===== config.mk =====
export PLATFORM = sky130hd
export DESIGN_NAME = cfs_md_arbiter
export DESIGN_NICKNAME = d
export VERILOG_FILES = /design/src/rtl/cfs_md_arbiter.sv
export SDC_FILE = /design/constraint.sdc
export NUM_CORES = 1
export LEC_CHECK = 0
export CAP_MARGIN = 20
export CORE_AREA = 4 4 89 49
export DETAILED_ROUTE_END_ITERATION = 10
export DIE_AREA = 0 0 93 53
export PLACE_DENSITY_LB_ADDON = 0.05
export SLEW_MARGIN = 40
export SYNTH_ARGS = -nofsm -noshare
export SYNTH_HDL_FRONTEND = slang
export SYNTH_SLANG_ARGS = --single-unit

===== constraint.sdc =====
create_clock -name clk -period 1.85 [get_ports clk]
set_clock_uncertainty 0.1 [all_clocks]
set_input_delay 0.185 -clock clk [delete_from_list [all_inputs] [get_ports clk]]
set_output_delay 0.185 -clock clk [all_outputs]
set_load 0.01 [all_outputs]

===== src/rtl/cfs_md_arbiter.sv =====
// -----------------------------------------------------------------------------
// cfs_md_arbiter
//
// Round-robin arbiter that shares one downstream MD slave port between
// NUM_MASTERS upstream MD masters. A requesting master is picked in IDLE.
// Its grant is held for the whole transfer, which ends on the valid/ready
// handshake. It also ends early if the granted master drops valid (abort).
// The arbiter then returns to IDLE for exactly one cycle before it
// arbitrates again.
//
// Ports:
//   clk       in   clock
//   reset_n   in   asynchronous active-low reset
//   m_valid   in   [NUM_MASTERS]               per-master valid
//   m_data    in   [NUM_MASTERS*DATA_WIDTH]    per-master data, master i at
//                                              [i*DATA_WIDTH +: DATA_WIDTH]
//   m_offset  in   [NUM_MASTERS*OFFSET_WIDTH]  per-master offset, same packing
//   m_size    in   [NUM_MASTERS*SIZE_WIDTH]    per-master size, same packing
//   m_ready   out  [NUM_MASTERS]               per-master ready (granted only)
//   m_err     out  [NUM_MASTERS]               per-master err (granted only)
//   s_valid   out  slave valid
//   s_data    out  [DATA_WIDTH]   slave data
//   s_offset  out  [OFFSET_WIDTH] slave offset
//   s_size    out  [SIZE_WIDTH]   slave size
//   s_ready   in   slave ready
//   s_err     in   slave err
//   grant     out  [NUM_MASTERS]  registered one-hot grant, zero when idle
//   busy      out  high while a transfer is granted
// -----------------------------------------------------------------------------
module cfs_md_arbiter #(
   parameter int NUM_MASTERS  = 2,
   parameter int DATA_WIDTH   = 32,
   localparam int BYTES        = DATA_WIDTH / 8,
   localparam int OFFSET_WIDTH = (BYTES > 1) ? $clog2(BYTES) : 1,
   localparam int SIZE_WIDTH   = $clog2(BYTES) + 1
) (
   input  logic                                clk,
   input  logic                                reset_n,
   input  logic [NUM_MASTERS-1:0]              m_valid,
   input  logic [NUM_MASTERS*DATA_WIDTH-1:0]   m_data,
   input  logic [NUM_MASTERS*OFFSET_WIDTH-1:0] m_offset,
   input  logic [NUM_MASTERS*SIZE_WIDTH-1:0]   m_size,
   output logic [NUM_MASTERS-1:0]              m_ready,
   output logic [NUM_MASTERS-1:0]              m_err,
   output logic                                s_valid,
   output logic [DATA_WIDTH-1:0]               s_data,
   output logic [OFFSET_WIDTH-1:0]             s_offset,
   output logic [SIZE_WIDTH-1:0]               s_size,
   input  logic                                s_ready,
   input  logic                                s_err,
   output logic [NUM_MASTERS-1:0]              grant,
   output logic                                busy
);

   localparam int PTR_W = $clog2(NUM_MASTERS);

   typedef enum logic {
      IDLE = 1'b0,
      BUSY = 1'b1
   } state_t;

   state_t                 state_q, state_d;
   logic [NUM_MASTERS-1:0] grant_q, grant_d;
   logic [PTR_W-1:0]       ptr_q, ptr_d;

   logic                   busy_w;
   logic [PTR_W-1:0]       g_idx;      // index of the granted master
   logic [PTR_W-1:0]       g_idx_inc;  // (g_idx + 1) mod NUM_MASTERS
   logic                   win_found;
   logic [PTR_W-1:0]       win_idx;
   logic [PTR_W:0]         idx_sum;    // one extra bit so ptr+k cannot overflow

   assign busy_w = (state_q == BUSY);

   // One-hot to index. grant_q is zero in IDLE, so g_idx is 0 there. Every
   // use of g_idx is qualified by busy_w.
   always_comb begin
      g_idx = '0;
      for (int i = 0; i < NUM_MASTERS; i++) begin
         if (grant_q[i]) begin
            g_idx = PTR_W'(i);
         end
      end
   end

   assign g_idx_inc = (g_idx == PTR_W'(NUM_MASTERS - 1)) ? '0 : g_idx + 1'b1;

   // Round-robin search starting at ptr_q. The index wraps modulo
   // NUM_MASTERS, which need not be a power of two.
   always_comb begin
      win_found = 1'b0;
      win_idx   = '0;
      idx_sum   = '0;
      for (int k = 0; k < NUM_MASTERS; k++) begin
         idx_sum = {1'b0, ptr_q} + (PTR_W + 1)'(k);
         if (idx_sum >= (PTR_W + 1)'(NUM_MASTERS)) begin
            idx_sum = idx_sum - (PTR_W + 1)'(NUM_MASTERS);
         end
         if (!win_found && m_valid[idx_sum[PTR_W-1:0]]) begin
            win_found = 1'b1;
            win_idx   = idx_sum[PTR_W-1:0];
         end
      end
   end

   // Next-state logic.
   always_comb begin
      state_d = state_q;
      grant_d = grant_q;
      ptr_d   = ptr_q;
      case (state_q)
         IDLE: begin
            grant_d = '0;
            if (win_found) begin
               grant_d[win_idx] = 1'b1;
               state_d          = BUSY;
            end
         end
         BUSY: begin
            // Completion (valid & ready) and abort (valid dropped) both
            // release the grant and move the pointer past this master.
            if (!m_valid[g_idx] || s_ready) begin
               state_d = IDLE;
               grant_d = '0;
               ptr_d   = g_idx_inc;
            end
         end
         default: begin
            state_d = IDLE;
            grant_d = '0;
         end
      endcase
   end

   always_ff @(posedge clk or negedge reset_n) begin
      if (!reset_n) begin
         state_q <= IDLE;
         grant_q <= '0;
         ptr_q   <= '0;
      end else begin
         state_q <= state_d;
         grant_q <= grant_d;
         ptr_q   <= ptr_d;
      end
   end

   // Slave side. The payload is forced to zero outside BUSY.
   always_comb begin
      s_valid  = 1'b0;
      s_data   = '0;
      s_offset = '0;
      s_size   = '0;
      if (busy_w) begin
         s_valid  = m_valid[g_idx];
         s_data   = m_data[g_idx*DATA_WIDTH +: DATA_WIDTH];
         s_offset = m_offset[g_idx*OFFSET_WIDTH +: OFFSET_WIDTH];
         s_size   = m_size[g_idx*SIZE_WIDTH +: SIZE_WIDTH];
      end
   end

   // Master side. Only the granted master sees ready/err.
   generate
      for (genvar gi = 0; gi < NUM_MASTERS; gi++) begin : g_master_rsp
         assign m_ready[gi] = busy_w & grant_q[gi] & s_ready;
         assign m_err[gi]   = busy_w & grant_q[gi] & s_ready & s_err;
      end
   endgenerate

   assign grant = grant_q;
   assign busy  = busy_w;

endmodule


==> results of run 1 <==
==> cell usage in the layout (no fill, tap or decap) <==
cell type        count
dlygate4sd2_1       38
and3_1               2
dfrtp_1              3
mux2i_1             38
o31ai_1              1
clkbuf_16            1
o22ai_1              1
dlymetal6s2s_1       1
clkbuf_8             3
o2bb2ai_1            1
dfrtp_2              1
inv_1                1
o21ai_0              1
nand2_1              3
buf_12               2
nor3b_1              1
a211oi_1             1
buf_6                1
nor2b_1             38
buf_4                7
clkdlybuf4s50_1     85
nor4bb_1             1
nor2_1               3
clkbuf_1             1
nand2b_1             2
o21ai_1              1
a21oi_1              2
==> worst max-delay path by stage <==
stage               startpoint    endpoint  slack (ns)  depth (start not counted)
detailed placement     s_ready    m_err[1]         0.1                          4
global placement       s_ready    m_err[1]        0.11                          4
CTS                   grant[1]  m_ready[1]    -0.00001                          3
floorplan             grant[1]   s_data[0]        0.61                          4
finish                grant[1]  s_data[28]        0.04                          5
global route              busy    m_err[0]       -0.03                          4
==> synthesized netlist by cell type (all sizes together) <==
cell type | count | area [µm²]
o31ai | 1 | 7.51
and3 | 2 | 12.5
nor2b | 38 | 238
nand2b | 2 | 12.5
a211oi | 1 | 7.51
o2bb2ai | 1 | 8.76
buf | 9 | 123
dfrtp | 4 | 100
nor4bb | 1 | 10.0
nor2 | 3 | 11.3
nor3b | 1 | 7.51
o21ai | 2 | 10.0
mux2i | 38 | 380
clkbuf | 2 | 7.51
a21oi | 2 | 10.0
o22ai | 1 | 6.26
inv | 1 | 3.75
nand2 | 3 | 11.3
==> registers in the layout, summed over array words and instances (netlist names) <==
register / flops
busy: 1
grant: 2
ptr_q: 1
==> power groups by stage <==
stage                     sequential (mW)  clock (mW)  combinational, mW
after floorplan                     0.115           0              0.417
after global placement              0.117           0              0.847
after detailed placement            0.118           0              0.864
after CTS                           0.117       0.212              0.782
after global routing                0.121       0.217              0.851
final                               0.118       0.203              0.790
==> per-stage QoR <==
stage | utilization, % | setup slack (ns)
after floorplan | - | 0.611
after global placement | 60.8 | 0.110
after detailed placement | 60.8 | 0.0971
after CTS | 60.8 | -0.0000148
after global routing | 61.8 | -0.0268
final | 61.8 | 0.0375
==> metal layers <==
| metal | routed length, µm | global-route usage, % |
|---|---|---|
| met4 | 16 | 2.92 |
| met5 | 0 | 0 |
| met1 | 1670 | 17.5 |
| met3 | 394 | 4.55 |
| met2 | 1960 | 26.6 |
==> timing repair <==
item	in CTS	in global routing
hold buffers	0	0
setup endpoints to repair	38	3
setup buffers	0	1
pin swaps	0	0
cloned	0	1
gates resized for setup	39	1
==> logic make-up (layout without fill, tap and decap cells) <==
group | count (synthesis) | count (layout) | synth area share (%)
and+or+nand+nor | 50 | 50 | 31.3
muxes | 38 | 38 | 39.3
buffers and inverters | 12 | 140 | 13.8
AOI/OAI and AO/OA | 8 | 8 | 5.17
DFF | 4 | 4 | 10.3
==> worst reg2reg max path, stage by stage, from the launching register on <==
cell and delay [ns]:
dfrtp_2 0.45, buf_12 0.17, nor4bb_1 0.28, o21ai_1 0.09
o31ai_1 0.06
==> cell type report <==
| cell class | instances | area [µm²] | area share, % |
|---|---|---|---|
| Inverter | 1 | 3.75 | 0.165 |
| Multi-Input combinational cell | 96 | 733 | 32.2 |
| Tap cell | 54 | 67.6 | 2.97 |
| Clock buffer | 4 | 45.0 | 1.98 |
| Sequential cell | 4 | 101 | 4.45 |
| Timing Repair Buffer | 135 | 1330 | 58.2 |
==> results.py, run 1 <==
metrics = {
    "run_status": {
        "status": "finished, final reports clean",
    },
    "place": {
        "placed_cells": 288,
        "gp_congestion": 0.790,
        "hpwlAfterDp_um": 3350,
        "placed_area_mm2": 0.00224,
        "port_buffers": 124,
    },
    "setup_path": {
        "cp_top_family": "buffers and inverters",
        "rr_startpoint": "grant[1]",
        "cp-end-kind": "output pin",
        "cp.arrival_ns": 1.53,
        "startpoint_type": "flip-flop",
        "timing.rr.end": "grant[0]",
        "slowest_stage": "dfrtp_2",
        "cp_num_buf_inv": 3,
        "crit_type": "flip-flop to output pin",
        "cp_max_fo": 10,
        "max_stage_delay_ns": 0.45,
        "path_cells": "buf_4 > clkbuf_16 > mux2i_1 > nor2b_1 > dlygate4sd2_1",
        "reg2reg_depth": 4,
        "critPathRequiredTime_ns": 1.56,
        "r2r_slack_ns": 0.61,
    },
    "finish": {
        "fill_cells": 352,
        "fin_area_mm2": 0.00228,
        "nets": 321,
        "diodes": 0,
        "layout-drive-gt1-share_pct": 6.25,
        "area_delta_synth_final_pct": 135,
        "fin_cells": 294,
    },
    "cts": {
        "root_buffer": "clkbuf_8",
        "cts.sinks": 4,
        "worstSkewPairLatency_ns": 0.22,
        "clk_pin_slew_ns": 0.03,
        "tritoncts": "yes",
        "cts_buffers": 3,
        "clock_path_buffers": 2,
        "htree_levels": 1,
    },
    "synthesis": {
        "seq_area_frac_synth_pct": 10.3,
        "synthCells": 112,
        "yosys_warnings": 0,
        "ys_types": 22,
        "syn_avg_cell_area_um2": 8.64,
        "synth-seq-cells": 4,
        "syn-num-nets": 192,
        "netlist_area_um2": 967,
    },
    "detailed_routing": {
        "dr.pass1.iters": 4,
        "post-route-drc-count": 0,
        "viasPerCell": 4.33,
        "ant_nets": 0,
        "vias": 1272,
        "wirelength_um": 4040,
        "dr.first_iter.drc_count": 2,
        "wl_per_cell_um": 13.8,
    },
    "timing": {
        "worst_hold_slack_ns": 0.0664,
        "min_period_over_period_pct": 98.0,
        "fmax_mhz": 552,
        "slew_headroom_pct": 83.6,
        "setup_violations": 0,
        "hold_violations": 0,
        "period_minus_slack_ns": 1.81,
        "tightest_slew_ns": 0.240,
        "slew_viol_final": 0,
        "tns_ns": 0,
        "rsz0062_at_grt": "true",
    },
    "global_routing": {
        "antenna_found_initial": 0,
        "grt.overflow.total": 0,
        "grt_pass1_vias": 1211,
        "grt_pass1_wl_um": 5780,
        "grt_max_degree": 21,
        "grt_usage_pct": 14.7,
    },
    "pwr": {
        "p_int_mw": 0.728,
        "p_comb_share_pct": 71.1,
        "leakage_nw": 1.02,
        "ir_drop_mv": 0.384,
        "total_power_mw": 1.11,
        "p_switching_mw": 0.382,
        "clock_power_share_pct": 18.2,
        "p_per_area_mw_per_mm2": 488,
        "p_sw_share_pct": 34.4,
        "seqPwrFrac_pct": 10.6,
    },
    "floorplanning": {
        "start_util_pct": 26.3,
        "core-area_mm2": 0.00368,
        "dieArea_mm2": 0.00493,
        "dieHeight_um": 53,
        "die_x_um": 93,
        "rows": 16,
        "pin_count": 125,
    },
    "min_path": {
        "hold_path.class": "input port to async pin",
    },
    "flow_run": {
        "maxCapViolCount": 0,
    },
}
Power figures use the tool's default switching activity.
==> run 2: changes to the inputs <==
--- a/config.mk
+++ b/config.mk
@@ -6,9 +6,9 @@
 export NUM_CORES = 1
 export LEC_CHECK = 0
 export CAP_MARGIN = 20
-export CORE_AREA = 4 4 89 49
+export CORE_AREA = 2 2 87 47
 export DETAILED_ROUTE_END_ITERATION = 10
-export DIE_AREA = 0 0 93 53
+export DIE_AREA = 0 0 89 49
 export PLACE_DENSITY_LB_ADDON = 0.05
 export SLEW_MARGIN = 40
 export SYNTH_ARGS = -nofsm -noshare
==> results.py, run 2 (same netlist as run 1, synthesis figures left out) <==
metrics = {
    "timing": {
        "slew_headroom_pct": 83.7,
        "setup_ws_ns": 0.0678,
        "tns_ns": 0,
        "min_period_over_period_pct": 96.3,
        "hold_violations": 0,
        "slew_viol_final": 0,
        "worst_hold_slack_ns": 0.0640,
        "rsz0062_at_grt": "false",
        "setup_violations": 0,
        "period_minus_slack_ns": 1.78,
        "tightest_slew_ns": 0.241,
        "fmax_mhz": 561,
    },
    "place": {
        "port_buffers": 124,
        "gp_congestion": 0.835,
        "placed_area_mm2": 0.00222,
        "placed_cells": 286,
        "dp_slack_ns": 0.0482,
        "hpwlAfterDp_um": 3030,
    },
    "cts": {
        "htree_levels": 1,
        "root_buffer": "clkbuf_8",
        "clk_pin_slew_ns": 0.03,
        "cts_buffers": 3,
        "tritoncts": "yes",
        "cts.sinks": 4,
        "ctsResizeCount": 40,
        "ctsHoldBuffers": 0,
        "clock_path_buffers": 2,
        "worstSkewPairLatency_ns": 0.22,
        "cts_setup_buffers": 0,
    },
    "setup_path": {
        "endpoint": "m_ready[0]",
        "reg2reg_depth": 4,
        "rr_startpoint": "grant[1]",
        "critPathRequiredTime_ns": 1.56,
        "slowest_stage": "clkdlybuf4s50_1",
        "crit_start": "busy",
        "r2r_slack_ns": 0.60,
        "cp.arrival_ns": 1.50,
        "crit_type": "flip-flop to output pin",
        "max_stage_delay_ns": 0.55,
        "cp-end-kind": "output pin",
        "timing.rr.end": "grant[0]",
        "cp_max_fo": 34,
        "path_cells": "buf_12 > and3_1 > clkdlybuf4s50_1",
        "startpoint_type": "flip-flop",
    },
    "floorplanning": {
        "dieArea_mm2": 0.00436,
        "start_util_pct": 26.3,
        "pin_count": 125,
        "die_x_um": 89,
        "dieHeight_um": 49,
        "core-area_mm2": 0.00368,
        "rows": 16,
    },
    "global_routing": {
        "antenna_found_initial": 0,
        "grt.overflow.total": 0,
        "grt_pass1_vias": 1189,
        "grt_usage_pct": 15.2,
        "grt_pass1_wl_um": 5310,
        "grt_max_degree": 35,
    },
    "detailed_routing": {
        "dr.first_iter.drc_count": 17,
        "wirelength_um": 3580,
        "post-route-drc-count": 0,
        "dr.pass1.iters": 4,
        "vias": 1251,
        "wl_met3_um": 439,
        "viasPerCell": 4.31,
        "top_layer_used": "met4",
        "wl_met1_um": 1350,
        "wl_met2_um": 1760,
        "wl_per_cell_um": 12.4,
        "ant_nets": 0,
    },
    "finish": {
        "layout-drive-gt1-share_pct": 4.66,
        "fin_cells": 290,
        "final_common_cell": "clkdlybuf4s50_1",
        "area_delta_synth_final_pct": 131,
        "nets": 317,
        "final_cell_mix": "83 x clkdlybuf4s50_1, 38 x mux2i_1, 38 x nor2b_1, 38 x dlygate4sd2_1",
        "largest_register_ffs": 2,
        "diodes": 0,
        "fin_area_mm2": 0.00224,
        "fill_cells": 345,
    },
    "pwr": {
        "ir_drop_mv": 0.359,
        "leakage_nw": 1.03,
        "p_per_area_mw_per_mm2": 483,
    },
    "min_path": {
        "hold_path.class": "input port to async pin",
    },
    "run_status": {
        "status": "finished, final reports clean",
    },
    "flow_run": {
        "maxCapViolCount": 0,
    },
}
run 2: stage by stage:
stage	total power, mW	util (%)
after global placement	0.954	60.4
final	1.08	60.7
after global routing	1.16	60.7
after CTS	1.09	60.5
after floorplan	0.532	-
after detailed placement	0.970	60.4
run 2: how the worst min path moves through the flow:
stage	endpoint	cells after the start	slack [ns]	startpoint
6_report	ptr_q	1	0.06	reset_n
5_1_grt	ptr_q	1	0.06	reset_n
4_1_cts	ptr_q	1	0.07	reset_n
3_5_place_dp	ptr_q	1	0.30	reset_n
3_3_place_gp	ptr_q	1	0.30	reset_n
2_1_floorplan	busy	0	-0.21	reset_n
run 2: layout make-up:
cell class,instances,area [µm²],share of cell area (%)
Clock buffer,4,45.0,2.01
Timing Repair Buffer,131,1290,57.5
Sequential cell,4,101,4.53
Inverter,1,3.75,0.168
Tap cell,54,67.6,3.02
Multi-Input combinational cell,96,733,32.8
run 2: routing by layer:
layer / vias up / GRT usage [%]
li1: 627 / -
met4: 0 / 3.23
met2: 63 / 28.7
met1: 557 / 16.2
met3: 4 / 5.25
met5: - / 0
run 2: worst max-delay path: cells and delay by family (launching register included):
kind,cells,cell delay (ns)
AND/OR/NAND/NOR,1,0.17
buffers and inverters,2,0.73
flip-flops,1,0.38
run 2: report_power, final:
part / internal, mW / switching, mW / leakage [nW]
combinational: 0.461 / 0.299 / 0.959
sequential: 0.102 / 0.0164 / 0.0462
clock: 0.148 / 0.0539 / 0.0228
total: 0.711 / 0.369 / 1.03
==> run 3: changes to the inputs <==
--- a/config.mk
+++ b/config.mk
@@ -6,9 +6,9 @@
 export NUM_CORES = 1
 export LEC_CHECK = 0
 export CAP_MARGIN = 20
-export CORE_AREA = 2 2 87 47
+export CORE_AREA = 4 4 89 49
 export DETAILED_ROUTE_END_ITERATION = 10
-export DIE_AREA = 0 0 89 49
+export DIE_AREA = 0 0 93 53
 export PLACE_DENSITY_LB_ADDON = 0.05
 export SLEW_MARGIN = 40
 export SYNTH_ARGS = -nofsm -noshare
==> results of run 3 <==
The final DEF is identical to that of run 1; final timing and power are the same.
